<file path="config.mk">
export PLATFORM = sky130hd
export DESIGN_NAME = cv32e41s_pmr_utlb_flat
export DESIGN_NICKNAME = d
export VERILOG_FILES = /design/src/rtl/cv32e41s_pmr_utlb_pkg.sv /design/src/rtl/cv32e41s_pmr_utlb_if.sv /design/src/rtl/cv32e41s_pmr_utlb_lookup.sv /design/src/rtl/cv32e41s_pmr_utlb.sv /design/src/flat_wrapper.sv
export SDC_FILE = /design/constraint.sdc
export NUM_CORES = 1
export LEC_CHECK = 0
export BUFFER_PORTS_ARGS = -buffer_cell sky130_fd_sc_hd__buf_4
export CAP_MARGIN = 20
export CORE_MARGIN = 4
export CORE_UTILIZATION = 30
export CTS_CLUSTER_SIZE = 16
export DETAILED_ROUTE_END_ITERATION = 10
export GPL_TIMING_DRIVEN = 0
export PLACE_DENSITY_LB_ADDON = 0.05
export REMOVE_ABC_BUFFERS = 1
export SLEW_MARGIN = 30
export SYNTH_ARGS = -nofsm -noshare
export SYNTH_HDL_FRONTEND = slang
export SYNTH_HIERARCHICAL = 1
export SYNTH_SLANG_ARGS = --single-unit
</file>
<file path="constraint.sdc">
create_clock -name clk -period 24.8 [get_ports clk]
set_input_delay 4.96 -clock clk [delete_from_list [all_inputs] [get_ports clk]]
set_output_delay 4.96 -clock clk [all_outputs]
set_load 0.01 [all_outputs]
</file>
<file path="src/rtl/cv32e41s_pmr_utlb_pkg.sv">
// Shared types for the PMR micro-TLB: request kinds, FSM states and the cache entry layout.
package cv32e41s_pmr_utlb_pkg;

    localparam int unsigned PMR_UTLB_MAX_ENTRIES = 16;
    localparam int unsigned PMR_UTLB_IDX_W       = 4;

    typedef enum logic [1:0] {
        EXEC  = 2'b00,
        WRITE = 2'b01,
        READ  = 2'b10
    } pmp_req_e;

    typedef enum logic [1:0] {
        UTLB_IDLE   = 2'b00,
        UTLB_LOOKUP = 2'b01,
        UTLB_WALK   = 2'b10,
        UTLB_RESP   = 2'b11
    } utlb_fsm_e;

    // Tag is held zero-extended so the layout does not depend on the page size.
    typedef struct packed {
        logic        valid;
        logic [31:0] tag;
        logic [33:0] delta;
        logic [2:0]  perm;
    } pmr_utlb_entry_t;

    // Permission bit for an access type, in {x, w, r} order.
    function automatic logic [2:0] perm_mask(input pmp_req_e req_type);
        logic [2:0] mask_s;
        case (req_type)
            EXEC:    mask_s = 3'b100;
            WRITE:   mask_s = 3'b010;
            READ:    mask_s = 3'b001;
            default: mask_s = 3'b000;
        endcase
        return mask_s;
    endfunction

endpackage

</file>
<file path="src/rtl/cv32e41s_pmr_utlb_if.sv">
// Core-side request/response and walker-side handshake of the PMR micro-TLB.
interface cv32e41s_pmr_utlb_if;
    import cv32e41s_pmr_utlb_pkg::*;

    logic        flush_i;
    logic        req_valid_i;
    logic        req_ready_o;
    logic [31:0] req_addr_i;
    pmp_req_e    req_type_i;
    logic        rsp_valid_o;
    logic [33:0] rsp_addr_o;
    logic        rsp_err_o;
    logic        walk_start_o;
    logic [33:0] walk_addr_o;
    pmp_req_e    walk_type_o;
    logic        walk_done_i;
    logic        walk_err_i;
    logic [33:0] walk_reloc_i;

    modport slave (
        input  flush_i, req_valid_i, req_addr_i, req_type_i,
        input  walk_done_i, walk_err_i, walk_reloc_i,
        output req_ready_o, rsp_valid_o, rsp_addr_o, rsp_err_o,
        output walk_start_o, walk_addr_o, walk_type_o
    );

    modport master (
        output flush_i, req_valid_i, req_addr_i, req_type_i,
        output walk_done_i, walk_err_i, walk_reloc_i,
        input  req_ready_o, rsp_valid_o, rsp_addr_o, rsp_err_o,
        input  walk_start_o, walk_addr_o, walk_type_o
    );

endinterface

</file>
<file path="src/rtl/cv32e41s_pmr_utlb_lookup.sv">
// Parallel tag compare over all entries; serves both the hit check and the fill victim choice.
module cv32e41s_pmr_utlb_lookup
    import cv32e41s_pmr_utlb_pkg::*;
#(
    parameter int unsigned UTLB_ENTRIES = 4
) (
    input  pmr_utlb_entry_t            entries_i [UTLB_ENTRIES],
    input  logic [31:0]                tag_i,
    input  logic [2:0]                 perm_i,
    output logic                       hit_o,
    output logic [UTLB_ENTRIES-1:0]    hit_onehot_o,
    output logic                       match_o,
    output logic [PMR_UTLB_IDX_W-1:0]  match_idx_o,
    output logic                       inv_found_o,
    output logic [PMR_UTLB_IDX_W-1:0]  inv_idx_o
);

    // Tag match, permission hit and lowest free slot, scanned from index 0 upward
    always_comb begin
        hit_onehot_o = '0;
        match_o      = 1'b0;
        match_idx_o  = '0;
        inv_found_o  = 1'b0;
        inv_idx_o    = '0;
        for (int i = 0; i < int'(UTLB_ENTRIES); i++) begin
            if (entries_i[i].valid && (entries_i[i].tag == tag_i)) begin
                if (!match_o) begin
                    match_o     = 1'b1;
                    match_idx_o = PMR_UTLB_IDX_W'(i);
                end else begin
                    match_o     = 1'b1;
                end
                if ((entries_i[i].perm & perm_i) != 3'b000) begin
                    hit_onehot_o[i] = 1'b1;
                end else begin
                    hit_onehot_o[i] = 1'b0;
                end
            end else if (!entries_i[i].valid && !inv_found_o) begin
                inv_found_o = 1'b1;
                inv_idx_o   = PMR_UTLB_IDX_W'(i);
            end else begin
                inv_found_o = inv_found_o;
            end
        end
        hit_o = |hit_onehot_o;
    end

endmodule

</file>
<file path="src/rtl/cv32e41s_pmr_utlb.sv">
// Micro-TLB caching successful PMR walk results per page; misses are forwarded to the trie walker.
module cv32e41s_pmr_utlb
    import cv32e41s_pmr_utlb_pkg::*;
#(
    parameter int unsigned UTLB_ENTRIES = 4,
    parameter int unsigned PAGE_SHIFT   = 12
) (
    input  logic                 clk,
    input  logic                 rst,
    cv32e41s_pmr_utlb_if.slave   bus
);

    localparam int unsigned IDX_W = PMR_UTLB_IDX_W;

    utlb_fsm_e              state_r, state_s;
    logic [31:0]            addr_r;
    pmp_req_e               type_r;
    logic [33:0]            rsp_addr_r, rsp_addr_s;
    logic                   rsp_err_r, rsp_err_s;
    logic                   walk_flush_r;
    logic [IDX_W-1:0]       ptr_r;
    pmr_utlb_entry_t        entries_r [UTLB_ENTRIES];

    logic                   accept_s;
    logic                   walk_start_s;
    logic                   fill_s;
    logic [31:0]            tag_s;
    logic [2:0]             perm_s;
    logic                   hit_s;
    logic [UTLB_ENTRIES-1:0] hit_onehot_s;
    logic                   match_s;
    logic [IDX_W-1:0]       match_idx_s;
    logic                   inv_found_s;
    logic [IDX_W-1:0]       inv_idx_s;
    logic [IDX_W-1:0]       victim_s;
    logic [33:0]            hit_delta_s;
    logic [33:0]            new_delta_s;

    assign tag_s       = addr_r >> PAGE_SHIFT;
    assign perm_s      = perm_mask(type_r);
    assign new_delta_s = bus.walk_reloc_i - {2'b00, addr_r};
    assign victim_s    = inv_found_s ? inv_idx_s : ptr_r;

    cv32e41s_pmr_utlb_lookup #(.UTLB_ENTRIES(UTLB_ENTRIES)) u_lookup (
        .entries_i    (entries_r),
        .tag_i        (tag_s),
        .perm_i       (perm_s),
        .hit_o        (hit_s),
        .hit_onehot_o (hit_onehot_s),
        .match_o      (match_s),
        .match_idx_o  (match_idx_s),
        .inv_found_o  (inv_found_s),
        .inv_idx_o    (inv_idx_s)
    );

    // Delta of the hitting entry (tags are unique, so at most one bit is set)
    always_comb begin
        hit_delta_s = '0;
        for (int i = 0; i < int'(UTLB_ENTRIES); i++) begin
            if (hit_onehot_s[i]) begin
                hit_delta_s = entries_r[i].delta;
            end else begin
                hit_delta_s = hit_delta_s;
            end
        end
    end

    // Next-state, walk launch, response data and fill decision
    always_comb begin
        state_s      = state_r;
        accept_s     = 1'b0;
        walk_start_s = 1'b0;
        fill_s       = 1'b0;
        rsp_addr_s   = rsp_addr_r;
        rsp_err_s    = rsp_err_r;
        case (state_r)
            UTLB_IDLE: begin
                if (bus.req_valid_i) begin
                    accept_s = 1'b1;
                    state_s  = UTLB_LOOKUP;
                end else begin
                    state_s  = UTLB_IDLE;
                end
            end
            UTLB_LOOKUP: begin
                // A flush arriving with the lookup must not serve stale data
                if (hit_s && !bus.flush_i) begin
                    rsp_addr_s = {2'b00, addr_r} + hit_delta_s;
                    rsp_err_s  = 1'b0;
                    state_s    = UTLB_RESP;
                end else begin
                    walk_start_s = 1'b1;
                    state_s      = UTLB_WALK;
                end
            end
            UTLB_WALK: begin
                if (bus.walk_done_i || bus.walk_err_i) begin
                    rsp_err_s = bus.walk_err_i;
                    if (bus.walk_err_i) begin
                        rsp_addr_s = {2'b00, addr_r};
                    end else begin
                        rsp_addr_s = bus.walk_reloc_i;
                    end
                    fill_s  = !bus.walk_err_i && !bus.flush_i && !walk_flush_r;
                    state_s = UTLB_RESP;
                end else begin
                    state_s = UTLB_WALK;
                end
            end
            UTLB_RESP: begin
                state_s = UTLB_IDLE;
            end
            default: begin
                state_s = UTLB_IDLE;
            end
        endcase
    end

    // FSM state, latched request and response registers
    always_ff @(posedge clk or posedge rst) begin
        if (rst) begin
            state_r      <= UTLB_IDLE;
            addr_r       <= 32'h0000_0000;
            type_r       <= EXEC;
            rsp_addr_r   <= 34'h0_0000_0000;
            rsp_err_r    <= 1'b0;
            walk_flush_r <= 1'b0;
        end else begin
            state_r    <= state_s;
            rsp_addr_r <= rsp_addr_s;
            rsp_err_r  <= rsp_err_s;
            if (accept_s) begin
                addr_r       <= bus.req_addr_i;
                type_r       <= bus.req_type_i;
                walk_flush_r <= 1'b0;
            end else if ((state_r == UTLB_WALK) && bus.flush_i) begin
                walk_flush_r <= 1'b1;
            end
        end
    end

    // Entry array and replacement pointer; flush beats any concurrent fill
    always_ff @(posedge clk or posedge rst) begin
        if (rst) begin
            for (int i = 0; i < int'(UTLB_ENTRIES); i++) begin
                entries_r[i] <= '0;
            end
            ptr_r <= '0;
        end else if (bus.flush_i) begin
            for (int i = 0; i < int'(UTLB_ENTRIES); i++) begin
                entries_r[i].valid <= 1'b0;
                entries_r[i].perm  <= 3'b000;
            end
            ptr_r <= '0;
        end else if (fill_s) begin
            if (match_s) begin
                for (int i = 0; i < int'(UTLB_ENTRIES); i++) begin
                    if (IDX_W'(i) == match_idx_s) begin
                        entries_r[i].perm <= entries_r[i].perm | perm_s;
                    end
                end
            end else begin
                for (int i = 0; i < int'(UTLB_ENTRIES); i++) begin
                    if (IDX_W'(i) == victim_s) begin
                        entries_r[i].valid <= 1'b1;
                        entries_r[i].tag   <= tag_s;
                        entries_r[i].delta <= new_delta_s;
                        entries_r[i].perm  <= perm_s;
                    end
                end
                if (!inv_found_s) begin
                    ptr_r <= (ptr_r == IDX_W'(UTLB_ENTRIES - 1)) ? '0 : ptr_r + 4'd1;
                end
            end
        end
    end

    assign bus.req_ready_o  = (state_r == UTLB_IDLE);
    assign bus.rsp_valid_o  = (state_r == UTLB_RESP);
    assign bus.rsp_addr_o   = rsp_addr_r;
    assign bus.rsp_err_o    = rsp_err_r;
    assign bus.walk_start_o = walk_start_s;
    assign bus.walk_addr_o  = {2'b00, addr_r};
    assign bus.walk_type_o  = type_r;

endmodule

</file>
<file path="src/flat_wrapper.sv">
// flat-port wrapper written by rule: the top's interface ports become plain ports
module cv32e41s_pmr_utlb_flat import cv32e41s_pmr_utlb_pkg::*;
#(
    parameter int unsigned UTLB_ENTRIES = 4,
    parameter int unsigned PAGE_SHIFT   = 12
)
  (clk, rst, bus_flush_i, bus_req_valid_i, bus_req_addr_i, bus_req_type_i, bus_walk_done_i, bus_walk_err_i, bus_walk_reloc_i, bus_req_ready_o, bus_rsp_valid_o, bus_rsp_addr_o, bus_rsp_err_o, bus_walk_start_o, bus_walk_addr_o, bus_walk_type_o);
  cv32e41s_pmr_utlb_if bus_i ();
  input  logic clk;
  input  logic rst;
  input wire logic [$bits(bus_i.flush_i)-1:0] bus_flush_i;
  input wire logic [$bits(bus_i.req_valid_i)-1:0] bus_req_valid_i;
  input wire logic [$bits(bus_i.req_addr_i)-1:0] bus_req_addr_i;
  input wire logic [$bits(bus_i.req_type_i)-1:0] bus_req_type_i;
  input wire logic [$bits(bus_i.walk_done_i)-1:0] bus_walk_done_i;
  input wire logic [$bits(bus_i.walk_err_i)-1:0] bus_walk_err_i;
  input wire logic [$bits(bus_i.walk_reloc_i)-1:0] bus_walk_reloc_i;
  output wire logic [$bits(bus_i.req_ready_o)-1:0] bus_req_ready_o;
  output wire logic [$bits(bus_i.rsp_valid_o)-1:0] bus_rsp_valid_o;
  output wire logic [$bits(bus_i.rsp_addr_o)-1:0] bus_rsp_addr_o;
  output wire logic [$bits(bus_i.rsp_err_o)-1:0] bus_rsp_err_o;
  output wire logic [$bits(bus_i.walk_start_o)-1:0] bus_walk_start_o;
  output wire logic [$bits(bus_i.walk_addr_o)-1:0] bus_walk_addr_o;
  output wire logic [$bits(bus_i.walk_type_o)-1:0] bus_walk_type_o;
  assign bus_i.flush_i = bus_flush_i;
  assign bus_i.req_valid_i = bus_req_valid_i;
  assign bus_i.req_addr_i = bus_req_addr_i;
  assign bus_i.req_type_i = bus_req_type_i;
  assign bus_i.walk_done_i = bus_walk_done_i;
  assign bus_i.walk_err_i = bus_walk_err_i;
  assign bus_i.walk_reloc_i = bus_walk_reloc_i;
  assign bus_req_ready_o = bus_i.req_ready_o;
  assign bus_rsp_valid_o = bus_i.rsp_valid_o;
  assign bus_rsp_addr_o = bus_i.rsp_addr_o;
  assign bus_rsp_err_o = bus_i.rsp_err_o;
  assign bus_walk_start_o = bus_i.walk_start_o;
  assign bus_walk_addr_o = bus_i.walk_addr_o;
  assign bus_walk_type_o = bus_i.walk_type_o;
  cv32e41s_pmr_utlb #(.UTLB_ENTRIES(UTLB_ENTRIES), .PAGE_SHIFT(PAGE_SHIFT)) u_core (.clk(clk), .rst(rst), .bus(bus_i));
endmodule
</file>
==> summary.txt <==
Status
  – Outcome: complete, no violations

Layout
  – Commonest non-fill, non-tap cell in the layout: nand2_1
  – Share of post-route cells with drive strength above 1: 0.1795
  – Layout Nets: 2,357
  – Most frequent cells in the layout: 351 x nand2_1, 308 x dfrtp_1, 207 x o21ai_0
  – Syn-to-layout area delta: 23.42%
  – Final cell area excluding filler cells: 22,500 µm²

Clock tree
  – Clock sink count: around 300
  – Clk Tree Root Cell: clkbuf_16
  – H-tree levels: 2
  – Clk buf depth: 3
  – CTS Hold Bufs: 0
  – Cts repair resizes: 0
  – Worst-Skew Late Latency: around 0.56 ns
  – Setup bufs post-CTS: 0
  – CTS tree: done
  – Clk slew on worst S/H paths: 0.05 ns
  – TritonCTS Buffers: 42

Die
  – CORE AREA: 60,250 µm²
  – Die area: 64,780 µm²
  – Die width: 254.5 µm
  – Die span in y: 254.5 µm
  – Rows: 90
  – I/O pin count: about 150
  – Initial core utilization: 0.3026

Placed design
  – Post-DP HPWL: 45,200 µm
  – Port bufs: 145
  – RePlAce Congestion: 0.7727
  – Placed Area: 21,010 µm²

Detailed routing
  – TritonRoute pass-1 iters: 5
  – Post-route DRC: 0
  – Antenna-violating nets left: 0
  – Average wire per standard cell: 20.36 µm
  – Total Wirelength: between 60,000 and 70,000 µm
  – Via count: between 10,000 and 15,000
  – Detailed router's first-iteration violation count: 922
  – Routed vias/inst: 4.928

Yosys
  – EDFF count, synth: 0
  – Avg Cell Area, Syn: 9.170 µm²
  – Synth Register Bits: 308
  – Fraction of registers with async set/reset: 1.000
  – Count of different cell masters after synthesis: between 80 and 90
  – Post-synthesis cell area: 18,230 µm²
  – YS warnings: 6
  – Cells after Synth: 1,988
  – Synth Flop Type: dfrtp_1
  – Sequential share of the synthesized area: 0.4228

Hold path
  – Hold/Removal Path Class: reg2reg

GRT
  – Largest net degree at the start of global routing: 78
  – Vias in the first global route: between 10,000 and 15,000
  – First-pass GRT wire length: 93,580 µm
  – GRT Total Usage: 0.1903
  – Grt ovf: 0
  – Initial antenna violation count: 0

Timing
  – Final setup violation count: 0
  – Final period utilization: 0.4543
  – Clk_skew: 0.01342 ns
  – Setup TNS: 0 ns
  – RSZ-0062 raised after global routing: false
  – Slew Viols, Final: 0
  – Final hold vios: 0
  – F_max: 88.77 MHz
  – Worst-Margin Slew: 0.9076 ns
  – Max-slew headroom: 0.3949
  – Final min period: about 11 ns

Worst setup path
  – CP arrival: between 6 and 7 ns
  – Worst endpoint required time: 19.84 ns
  – Crit path max fanout: 19
  – Cell Chain, Critical Path: buf_4 > inv_1 > a21boi_0 > buf_4
  – Delay-heaviest family, CP: buffers and inverters
  – Critical Path Source Type: input port
  – CP peak stage delay: 0.62 ns
  – Worst path bufs/invs: 3
  – Crit end category: output port
  – CP max-delay cell: a21boi_0
  – Most frequent CP cell: buf_4
  – Critical path class: in2out

Power and ir drop
  – PwrDens: 106.5 nW/µm²
  – Static leakage: 0.01055 µW
  – Worst IR drop on VDD: 0.00005498 V
  – Total power: 2395 µW

Job
  – Max-Cap Viols: 0
routing by layer:
layer	vias up	track usage	share of wire
met5	-	0	0
met4	0	0.04169	0.016
met3	51	0.02182	0.034
met2	256	0.3223	0.48
met1	7303	0.2637	0.47
li1	7313	-	-
cells in the mapped netlist, drive strengths merged, types with 11 or more instances:
| master | count | area [µm²] |
|---|---|---|
| a21o | 40 | 300.3 |
| a21oi | 123 | 638.1 |
| a22oi | 42 | 315.3 |
| a31oi | 13 | 93.84 |
| buf | 20 | 121.4 |
| clkbuf | 83 | 311.6 |
| dfrtp | 308 | 7707 |
| ha | 69 | 863.3 |
| inv | 59 | 221.5 |
| mux2 | 108 | 1216 |
| mux2i | 20 | 200.2 |
| nand2 | 356 | 1336 |
| nand3 | 31 | 160.1 |
| nand4 | 35 | 219.0 |
| nor2 | 100 | 375.4 |
| nor2b | 14 | 95.09 |
| nor3 | 21 | 110.1 |
| nor4 | 17 | 112.6 |
| o21a | 12 | 90.09 |
| o21ai | 211 | 1064 |
| or3 | 11 | 68.82 |
| xnor2 | 126 | 1104 |
| xor2 | 56 | 490.5 |
cell families (layout without fill, tap and decap cells):
family	after synthesis	in the layout	share of synthesized area
DFF	308	308	0.4228
muxes	128	128	0.07769
buffers and inverters	162	319	0.03590
AOI/OAI and AO/OA	509	509	0.1739
adders and majority gates	71	71	0.04955
and+or+nand+nor	626	626	0.1524
other	2	103	0.0004120
xor gates and xnor gates	182	182	0.08744
registers in the layout (all words and copies together), names as in the netlist:
register,cells
u_core/entries_r,232
u_core/bus.rsp_addr_o,34
u_core/addr_r,32
u_core/ptr_r,4
u_core/bus.walk_type_o,2
u_core/state_r,2
u_core/bus.rsp_err_o,1
u_core/walk_flush_r,1
layout make-up:
class	count	area, µm²
fillers	6187	37750
multi-input cells	1618	10360
flip-flops and latches	308	7707
repair buffers	183	1742
clock buffers	58	1202
well taps	782	978.4
clock inverters	19	282.8
inverters	59	229.0
diodes	1	2.502
per-stage QoR:
step                  util  hold WS [ns]  instances  setup slack [ns]
global route        0.3734        0.4921       3027             13.41
finish              0.3735        0.4734       3028             13.53
global placement    0.3360        0.4572       2912             6.536
floorplan                -        0.4461       1985             11.32
CTS                 0.3734        0.4770       3027             13.55
detailed placement  0.3488        0.4625       2950             13.57
power by group:
part           leakage [µW]  internal, µW  switching [µW]  total [µW]
registers           0.00413           598             148         746
clock network      0.000729           412             243         655
logic               0.00569           408             586         994
total                0.0106          1420             977        2400
path summary, 6_finish.rpt:
kind,start,endpoint,slack [ns],cells after the start
max,bus_flush_i,bus_walk_start_o,13.53,4
min,u_core/entries_r[152],u_core/entries_r[152],0.47,2
max reg2reg,u_core/addr_r[14],u_core/bus.rsp_addr_o[18],18.16,23
min reg2reg,u_core/entries_r[152],u_core/entries_r[152],0.47,2
max in group asynchronous,rst,u_core/entries_r[259],19.32,4
min in group asynchronous,rst,u_core/bus.rsp_addr_o[9],4.38,2
worst register-to-register path, stage by stage (launching register included):
cell and delay (ns):
dfrtp_1 0.91, xnor2_1 0.21, nand4_1 0.18, nor4_1 0.34, nand3_1 0.31, nor2_1 0.49, nor2b_4 0.52, buf_16 0.21
a22oi_1 0.08, nor2_1 0.09, a21oi_1 0.05, o21ai_0 0.19, ha_1 0.21, inv_1 0.06, fa_1 0.45, nor2b_1 0.16
o21ai_2 0.09, a21oi_2 0.28, o41ai_4 0.16, o31ai_4 0.47, o31ai_4 0.12, mux2_2 0.28, o311ai_0 0.54, nand2_1 0.09
(Power assumes the default switching activity.)
